`config.mk`:
```
export PLATFORM = sky130hd
export DESIGN_NAME = turbo_stream_receiver
export DESIGN_NICKNAME = d
export VERILOG_FILES = /design/src/rtl/turbo_stream_receiver.sv
export SDC_FILE = /design/constraint.sdc
export NUM_CORES = 1
export LEC_CHECK = 0
export ABC_AREA = 1
export BUFFER_PORTS_ARGS = -buffer_cell sky130_fd_sc_hd__buf_2
export CORE_AREA = 2 2 107 109
export DETAILED_ROUTE_END_ITERATION = 7
export DIE_AREA = 0 0 109 111
export PLACE_DENSITY_LB_ADDON = 0.2
export SYNTH_ARGS = -nofsm -noshare
export SYNTH_HDL_FRONTEND = slang
export SYNTH_SLANG_ARGS = --single-unit
```
`constraint.sdc`:
```
create_clock -name clk -period 4.6 [get_ports clk]
set_clock_uncertainty 0.05 [all_clocks]
set_input_delay 0.46 -clock clk [delete_from_list [all_inputs] [get_ports clk]]
set_output_delay 0.46 -clock clk [all_outputs]
set_load 0.01 [all_outputs]
```
`src/rtl/turbo_stream_receiver.sv`:
```
// turbo_stream_receiver
// Receive side of the turbo encoder output stream. Frames each code block as
// K data cycles plus 4 trellis-tail cycles, re-runs constituent encoder 1 on
// the received systematic bits to check zk parity and the encoder-1 tail, and
// forwards systematic bits downstream with per-block status.
module turbo_stream_receiver #(
    parameter int K_SHORT = 1056,
    parameter int K_LONG  = 6144,
    parameter int CNT_W   = 14
) (
    input  logic             clk,
    input  logic             rst,
    input  logic             look_now,
    input  logic             length_out,
    input  logic             xk,
    input  logic             zk,
    input  logic             zkp,
    output logic             sys_bit,
    output logic             sys_valid,
    output logic             block_done,
    output logic             parity_err,
    output logic [CNT_W-1:0] mismatch_cnt,
    output logic [11:0]      tail_bits,
    output logic             framing_err,
    output logic             busy
);

    typedef enum logic [1:0] {
        IDLE,
        DATA,
        TAIL
    } state_t;

    localparam logic [CNT_W-1:0] LAST_SHORT = CNT_W'(K_SHORT - 1);
    localparam logic [CNT_W-1:0] LAST_LONG  = CNT_W'(K_LONG - 1);

    state_t           state;
    logic             len_q;     // length flag latched on the first data cycle
    logic [CNT_W-1:0] pos;       // data index in DATA, tail index in TAIL
    logic             s1, s2, s3;
    logic [CNT_W-1:0] run_cnt;   // mismatches accumulated in the current block
    logic [8:0]       tail_cap;  // tail cycles 0..2; cycle 3 goes straight out

    logic             data_cyc, tail_cyc, abort, len_sel, last_data, tail_last;
    logic [CNT_W-1:0] idx, cnt_base, cnt_next;
    logic             a, exp_z;
    logic             x0, z0, x1, z1, x2, z2;
    logic [1:0]       inc;
    logic [CNT_W:0]   sum;

    // Decode the current stream cycle and evaluate the encoder-1 model.
    // NOTE: every signal gets a default at the top so no path can infer a latch.
    always_comb begin
        data_cyc  = look_now && (state == IDLE || state == DATA);
        tail_cyc  = look_now && (state == TAIL);
        abort     = !look_now && (state != IDLE);
        // The first data cycle arrives while still in IDLE, so it uses the
        // live length flag and index 0.
        len_sel   = (state == IDLE) ? length_out : len_q;
        idx       = (state == IDLE) ? '0 : pos;
        last_data = (idx == (len_sel ? LAST_LONG : LAST_SHORT));
        tail_last = tail_cyc && (pos == CNT_W'(3));

        a     = xk ^ s2 ^ s3;
        exp_z = a ^ s1 ^ s3;

        // The three termination steps are unrolled from the state left by the
        // last data bit, so the model registers hold still during TAIL.
        x0 = s2 ^ s3;
        z0 = s1 ^ s3;
        x1 = s1 ^ s2;
        z1 = s2;
        x2 = s1;
        z2 = s1;

        inc = 2'd0;
        if (data_cyc) begin
            inc = {1'b0, zk != exp_z};
        end else if (tail_cyc && pos == CNT_W'(0)) begin
            inc = 2'(xk != x0) + 2'(zk != z0) + 2'(zkp != x1);
        end else if (tail_cyc && pos == CNT_W'(1)) begin
            inc = 2'(xk != z1) + 2'(zk != x2) + 2'(zkp != z2);
        end

        cnt_base = (state == IDLE) ? '0 : run_cnt;
        sum      = {1'b0, cnt_base} + (CNT_W + 1)'(inc);
        cnt_next = sum[CNT_W] ? '1 : sum[CNT_W-1:0];
    end

    // Framing FSM, encoder-1 model, mismatch accounting and registered outputs.
    // NOTE: state uses non-blocking assignments so every register samples pre-edge values.
    always_ff @(posedge clk or posedge rst) begin
        if (rst) begin
            state        <= IDLE;
            len_q        <= 1'b0;
            pos          <= '0;
            s1           <= 1'b0;
            s2           <= 1'b0;
            s3           <= 1'b0;
            run_cnt      <= '0;
            tail_cap     <= '0;
            sys_bit      <= 1'b0;
            sys_valid    <= 1'b0;
            block_done   <= 1'b0;
            parity_err   <= 1'b0;
            mismatch_cnt <= '0;
            tail_bits    <= '0;
            framing_err  <= 1'b0;
            busy         <= 1'b0;
        end else begin
            block_done <= 1'b0;
            sys_valid  <= data_cyc;
            sys_bit    <= data_cyc & xk;

            if (abort) begin
                // Stream dropped mid-block: discard it, keep previous status.
                framing_err <= 1'b1;
                state       <= IDLE;
                busy        <= 1'b0;
                pos         <= '0;
                run_cnt     <= '0;
                s1          <= 1'b0;
                s2          <= 1'b0;
                s3          <= 1'b0;
            end else if (data_cyc) begin
                s1      <= a;
                s2      <= s1;
                s3      <= s2;
                run_cnt <= cnt_next;
                busy    <= 1'b1;
                if (state == IDLE) begin
                    len_q <= length_out;
                end
                if (last_data) begin
                    state <= TAIL;
                    pos   <= '0;
                end else begin
                    state <= DATA;
                    pos   <= idx + CNT_W'(1);
                end
            end else if (tail_cyc) begin
                run_cnt <= cnt_next;
                case (pos[1:0])
                    2'd0:    tail_cap[2:0] <= {zkp, zk, xk};
                    2'd1:    tail_cap[5:3] <= {zkp, zk, xk};
                    2'd2:    tail_cap[8:6] <= {zkp, zk, xk};
                    default: ;
                endcase
                if (tail_last) begin
                    state        <= IDLE;
                    busy         <= 1'b0;
                    pos          <= '0;
                    run_cnt      <= '0;
                    s1           <= 1'b0;
                    s2           <= 1'b0;
                    s3           <= 1'b0;
                    block_done   <= 1'b1;
                    mismatch_cnt <= cnt_next;
                    parity_err   <= (cnt_next != '0);
                    tail_bits    <= {zkp, zk, xk, tail_cap};
                end else begin
                    pos <= pos + CNT_W'(1);
                end
            end
        end
    end

endmodule

```
==> metrics.txt <==
# TYPE chip_impl_metric gauge
chip_impl_metric{name="switchingPower",unit="W"} 0.000460
chip_impl_metric{name="synthesis.nets",unit=""} 571
chip_impl_info{name="synth_flop_cell",value="sky130_fd_sc_hd__dfrtp_1"} 1
chip_impl_metric{name="synth_top_area_share",unit="%"} 43.8
chip_impl_metric{name="finalWirelength",unit="mm"} 10.8
chip_impl_metric{name="p_sw_share",unit="%"} 26.7
chip_impl_metric{name="p_seq_share",unit="%"} 41.5
chip_impl_metric{name="drive_above_1_share",unit="%"} 16.3
chip_impl_metric{name="globalRouteTotalUtil",unit="%"} 19.7
chip_impl_metric{name="synth_seq_area_share",unit="%"} 43.8
chip_impl_metric{name="port_buffers",unit=""} 38
chip_impl_metric{name="crit_buf_inv",unit=""} 0
chip_impl_metric{name="hold_violations",unit=""} 0
chip_impl_metric{name="final_core_util",unit="%"} 44.3
chip_impl_info{name="critical_path_cell_by_cell",value="xnor2_1 > xor2_1 > fa_1 > o21ai_0 > nor2_1 > a21oi_1 > ha_1 > fa_1 > nand4_1 > nor2_2 > nand3_2 > nand3_1 > nor2_1 > nand3_1 > nor2_1 > nor2_1"} 1
chip_impl_metric{name="numClockSinks",unit=""} 75
chip_impl_metric{name="gp_congestion",unit=""} 0.872
chip_impl_metric{name="final_period_minus_worst_setup_slack",unit="ns"} 3.61
chip_impl_metric{name="avgViaCountPerCell",unit=""} 5.09
chip_impl_info{name="critical-path-top-cell-by-count",value="sky130_fd_sc_hd__nor2_1"} 1
chip_impl_info{name="yosys.cell_count.top_type",value="sky130_fd_sc_hd__nand2_1"} 1
chip_impl_metric{name="ioPinCount",unit=""} 39
chip_impl_metric{name="inserted_diodes",unit=""} 0
chip_impl_metric{name="syn_area",unit="mm2"} 0.00429
chip_impl_info{name="synth_top_cells_by_area",value="sky130_fd_sc_hd__dfrtp_1 (44%), sky130_fd_sc_hd__nand2_1 (13%), sky130_fd_sc_hd__nor2_1 (4.8%)"} 1
chip_impl_metric{name="insertion_delay",unit="ns"} 0.34
chip_impl_metric{name="synth_edf_count",unit=""} 0
chip_impl_info{name="crit_path_top_delay_cell",value="sky130_fd_sc_hd__fa_1"} 1
chip_impl_metric{name="postRouteAntennaNets",unit=""} 0
chip_impl_metric{name="cts_setup_buffers",unit=""} 0
chip_impl_metric{name="slew_headroom",unit="%"} 42.6
chip_impl_metric{name="grt_pass1_vias",unit=""} 3744
chip_impl_metric{name="drt_drc_violations_left",unit=""} 0
chip_impl_info{name="clockRootBuffer",value="sky130_fd_sc_hd__clkbuf_16"} 1
chip_impl_info{name="synthTopCellsByCount",value="sky130_fd_sc_hd__nand2_1 (154), sky130_fd_sc_hd__dfrtp_1 (75), sky130_fd_sc_hd__nor2_1 (55)"} 1
chip_impl_metric{name="chipWidth",unit="um"} 109
chip_impl_metric{name="finalNetCount",unit=""} 606
chip_impl_info{name="rsz_0062_raised_after_global_routing",value="false"} 1
chip_impl_metric{name="setup-violations-final",unit=""} 0
chip_impl_metric{name="coreArea",unit="mm2"} 0.0111
chip_impl_metric{name="syn-instance-count",unit=""} 554
chip_impl_metric{name="internal_power",unit="W"} 0.00126
chip_impl_metric{name="synth_cell_types",unit=""} 41
chip_impl_metric{name="final-max-slew-violation-count",unit=""} 0
chip_impl_metric{name="clock_power_share",unit="%"} 44.5
chip_impl_metric{name="worstMarginPinSlew",unit="ns"} 0.859
chip_impl_info{name="post_synth_top_area_cell",value="sky130_fd_sc_hd__dfrtp_1"} 1
chip_impl_metric{name="critPathMaxFanout",unit=""} 8
chip_impl_metric{name="syn_avg_cell_area",unit="um2"} 7.74
chip_impl_metric{name="global_route_wire_length_before_repair",unit="mm"} 18.4
chip_impl_metric{name="max-cap-violations",unit=""} 0
chip_impl_metric{name="tritoncts.num_buffers",unit=""} 9
chip_impl_metric{name="fmaxAchievable",unit="MHz"} 277
chip_impl_metric{name="power_density",unit="mW/mm2"} 351
chip_impl_info{name="critPathCaptureType",value="flip-flop"} 1
chip_impl_metric{name="post-route-period-util",unit="%"} 78.5
chip_impl_metric{name="floorplan.die_area",unit="mm2"} 0.0121
chip_impl_metric{name="wl_per_cell",unit="um"} 14.7
chip_impl_metric{name="number_of_rows_created_at_floorplan",unit=""} 39
chip_impl_metric{name="worstPathRequired",unit="ns"} 4.78
chip_impl_metric{name="async_flop_share",unit="%"} 100
chip_impl_metric{name="final.setup.tns",unit="ns"} 0
chip_impl_metric{name="antenna_found_initial",unit=""} 0
chip_impl_metric{name="total_overflow_reported_by_the_global_router",unit=""} 0
chip_impl_info{name="cts_tree",value="built"} 1
chip_impl_info{name="status",value="completed"} 1
chip_impl_metric{name="holdBufCountCts",unit=""} 0
chip_impl_metric{name="post-dp-hpwl",unit="mm"} 7.67
chip_impl_metric{name="leakage",unit="nW"} 2.37
chip_impl_metric{name="post_cts_resized",unit=""} 0
chip_impl_metric{name="fp.dieH",unit="um"} 111
chip_impl_metric{name="effective_utilization_at_floorplan",unit="%"} 38.7
chip_impl_metric{name="grt_max_degree",unit=""} 41
chip_impl_info{name="worstHoldPathType",value="input port to async pin"} 1
chip_impl_info{name="crit_path_start_kind",value="flip-flop"} 1
chip_impl_metric{name="p_comb_share",unit="%"} 14.0
chip_impl_metric{name="cts_htree_levels",unit=""} 3
chip_impl_metric{name="synth-seq-cells",unit=""} 75
chip_impl_metric{name="area_growth_syn_to_layout",unit="%"} 14.4
chip_impl_metric{name="ir_drop",unit="mV"} 0.194
chip_impl_metric{name="ys_warn_count",unit=""} 0
chip_impl_info{name="timing.critical_path.max_delay_family",value="adder cells"} 1
chip_impl_metric{name="drt-pass1-iter-count",unit=""} 5
chip_impl_info{name="setup.worst_path.class",value="flip-flop to flip-flop"} 1
chip_impl_metric{name="path_clk_slew",unit="ns"} 0.06
chip_impl_metric{name="critical_path.max_stage_delay",unit="ns"} 0.57
chip_impl_metric{name="cts.path.max_buffers",unit=""} 2
chip_impl_metric{name="num_vias",unit=""} 3748
chip_impl_metric{name="drt-initial-drc-count",unit=""} 219
chip_impl_metric{name="worst-endpoint-arrival",unit="ns"} 3.79
-- cells by family after synthesis --
family | after synthesis | synth area share, %
and+or+nand+nor | 281 | 29.5
DFF | 75 | 43.8
buffers and inverters | 82 | 8.00
AOI/OAI and AO/OA | 85 | 10.9
xor gates and xnor gates | 21 | 4.29
adders and majority gates | 10 | 3.45
-- area by class of cell --
type	instances	area, um2
Clock buffer	10	239
Sequential cell	75	1880
Inverter	66	248
Fill cell	1145	6170
Timing Repair Buffer	40	205
Multi-Input combinational cell	397	2070
Clock inverter	6	88.8
Tap cell	143	179
-- power groups by stage --
stage	logic [W]	clock network, W	registers [W]
detailed placement	0.000240	0	0.000726
CTS	0.000243	0.000784	0.000714
finish	0.000241	0.000766	0.000714
global route	0.000284	0.000820	0.000718
floorplan	0.000188	0	0.000717
global placement	0.000232	0	0.000724
-- registers in the layout, indices dropped and copies added, names as in the netlist --
name,flops
state,2
pos,14
parity_err,1
tail_bits,12
sys_valid,1
s1,1
framing_err,1
len_q,1
tail_cap,9
run_cnt,14
s3,1
s2,1
mismatch_cnt,14
block_done,1
busy,1
sys_bit,1
-- cell usage in the layout, fill, tap and decap left out, types with 2 or more instances in the layout --
| cell type | Yosys | final |
|---|---|---|
| sky130_fd_sc_hd__o21ai_1 | 22 | 22 |
| sky130_fd_sc_hd__o21ai_0 | 32 | 32 |
| sky130_fd_sc_hd__a21oi_1 | 7 | 7 |
| sky130_fd_sc_hd__o22ai_1 | 17 | 17 |
| sky130_fd_sc_hd__or2_2 | 2 | 2 |
| sky130_fd_sc_hd__bufinv_16 | 0 | 2 |
| sky130_fd_sc_hd__nand2_1 | 154 | 154 |
| sky130_fd_sc_hd__nor4_1 | 3 | 3 |
| sky130_fd_sc_hd__fa_1 | 3 | 3 |
| sky130_fd_sc_hd__dfrtp_1 | 75 | 75 |
| sky130_fd_sc_hd__nor2_2 | 8 | 8 |
| sky130_fd_sc_hd__inv_2 | 15 | 16 |
| sky130_fd_sc_hd__xor2_1 | 17 | 17 |
| sky130_fd_sc_hd__nor2_4 | 2 | 2 |
| sky130_fd_sc_hd__nor3_1 | 3 | 3 |
| sky130_fd_sc_hd__clkbuf_16 | 0 | 9 |
| sky130_fd_sc_hd__nand2_2 | 2 | 2 |
| sky130_fd_sc_hd__ha_1 | 7 | 7 |
| sky130_fd_sc_hd__nand3_2 | 5 | 5 |
| sky130_fd_sc_hd__o221ai_1 | 2 | 2 |
| sky130_fd_sc_hd__xnor2_1 | 4 | 4 |
| sky130_fd_sc_hd__buf_4 | 3 | 2 |
| sky130_fd_sc_hd__nand4_1 | 7 | 7 |
| sky130_fd_sc_hd__buf_2 | 4 | 38 |
| sky130_fd_sc_hd__nor2_1 | 55 | 55 |
| sky130_fd_sc_hd__nand3_1 | 32 | 32 |
| sky130_fd_sc_hd__inv_1 | 51 | 50 |
| sky130_fd_sc_hd__clkinvlp_4 | 0 | 2 |
-- layer usage --
layer | vias up | part of all wire (%) | global-route usage (%)
met5 | - | 0 | 0
met4 | 0 | 2.3 | 8.29
met3 | 21 | 6.2 | 4.94
met2 | 116 | 44 | 29.7
met1 | 1751 | 47 | 26.8
li1 | 1860 | - | -
-- per-stage QoR --
| step | worst slack [ns] | instances | power, W | hold WS (ns) | area [um2] |
|---|---|---|---|---|---|
| after floorplan | 1.35 | 554 | 0.000905 | 0.399 | 4290 |
| after global placement | 1.01 | 721 | 0.000956 | 0.401 | 4570 |
| after detailed placement | 0.875 | 721 | 0.000966 | 0.405 | 4570 |
| after CTS | 0.976 | 737 | 0.00174 | 0.273 | 4900 |
| after global routing | 0.743 | 737 | 0.00182 | 0.334 | 4900 |
| final | 0.989 | 737 | 0.00172 | 0.246 | 4900 |
-- worst reg2reg max path, stage by stage, from the launching register on --
cell and delay [ns]:
sky130_fd_sc_hd__dfrtp_1 0.42, sky130_fd_sc_hd__xnor2_1 0.41, sky130_fd_sc_hd__xor2_1 0.20, sky130_fd_sc_hd__fa_1 0.57, sky130_fd_sc_hd__o21ai_0 0.09, sky130_fd_sc_hd__nor2_1 0.12, sky130_fd_sc_hd__a21oi_1 0.05, sky130_fd_sc_hd__ha_1 0.24
sky130_fd_sc_hd__fa_1 0.43, sky130_fd_sc_hd__nand4_1 0.15, sky130_fd_sc_hd__nor2_2 0.07, sky130_fd_sc_hd__nand3_2 0.15, sky130_fd_sc_hd__nand3_1 0.12, sky130_fd_sc_hd__nor2_1 0.18, sky130_fd_sc_hd__nand3_1 0.09, sky130_fd_sc_hd__nor2_1 0.11
sky130_fd_sc_hd__nor2_1 0.05
-- final timing paths --
path | startpoint | end | slack (ns) | depth (start not counted)
worst min-delay path | rst | pos[8] | 0.25 | 2
max in group asynchronous | rst | pos[4] | 3.29 | 3
worst min register to register | tail_bits[6] | tail_bits[6] | 0.42 | 2
min in group clk | xk | sys_bit | 0.41 | 3
worst max register to register | s2 | parity_err | 0.99 | 16
worst max-delay path | s2 | parity_err | 0.99 | 16
(Power assumes the default switching activity.)
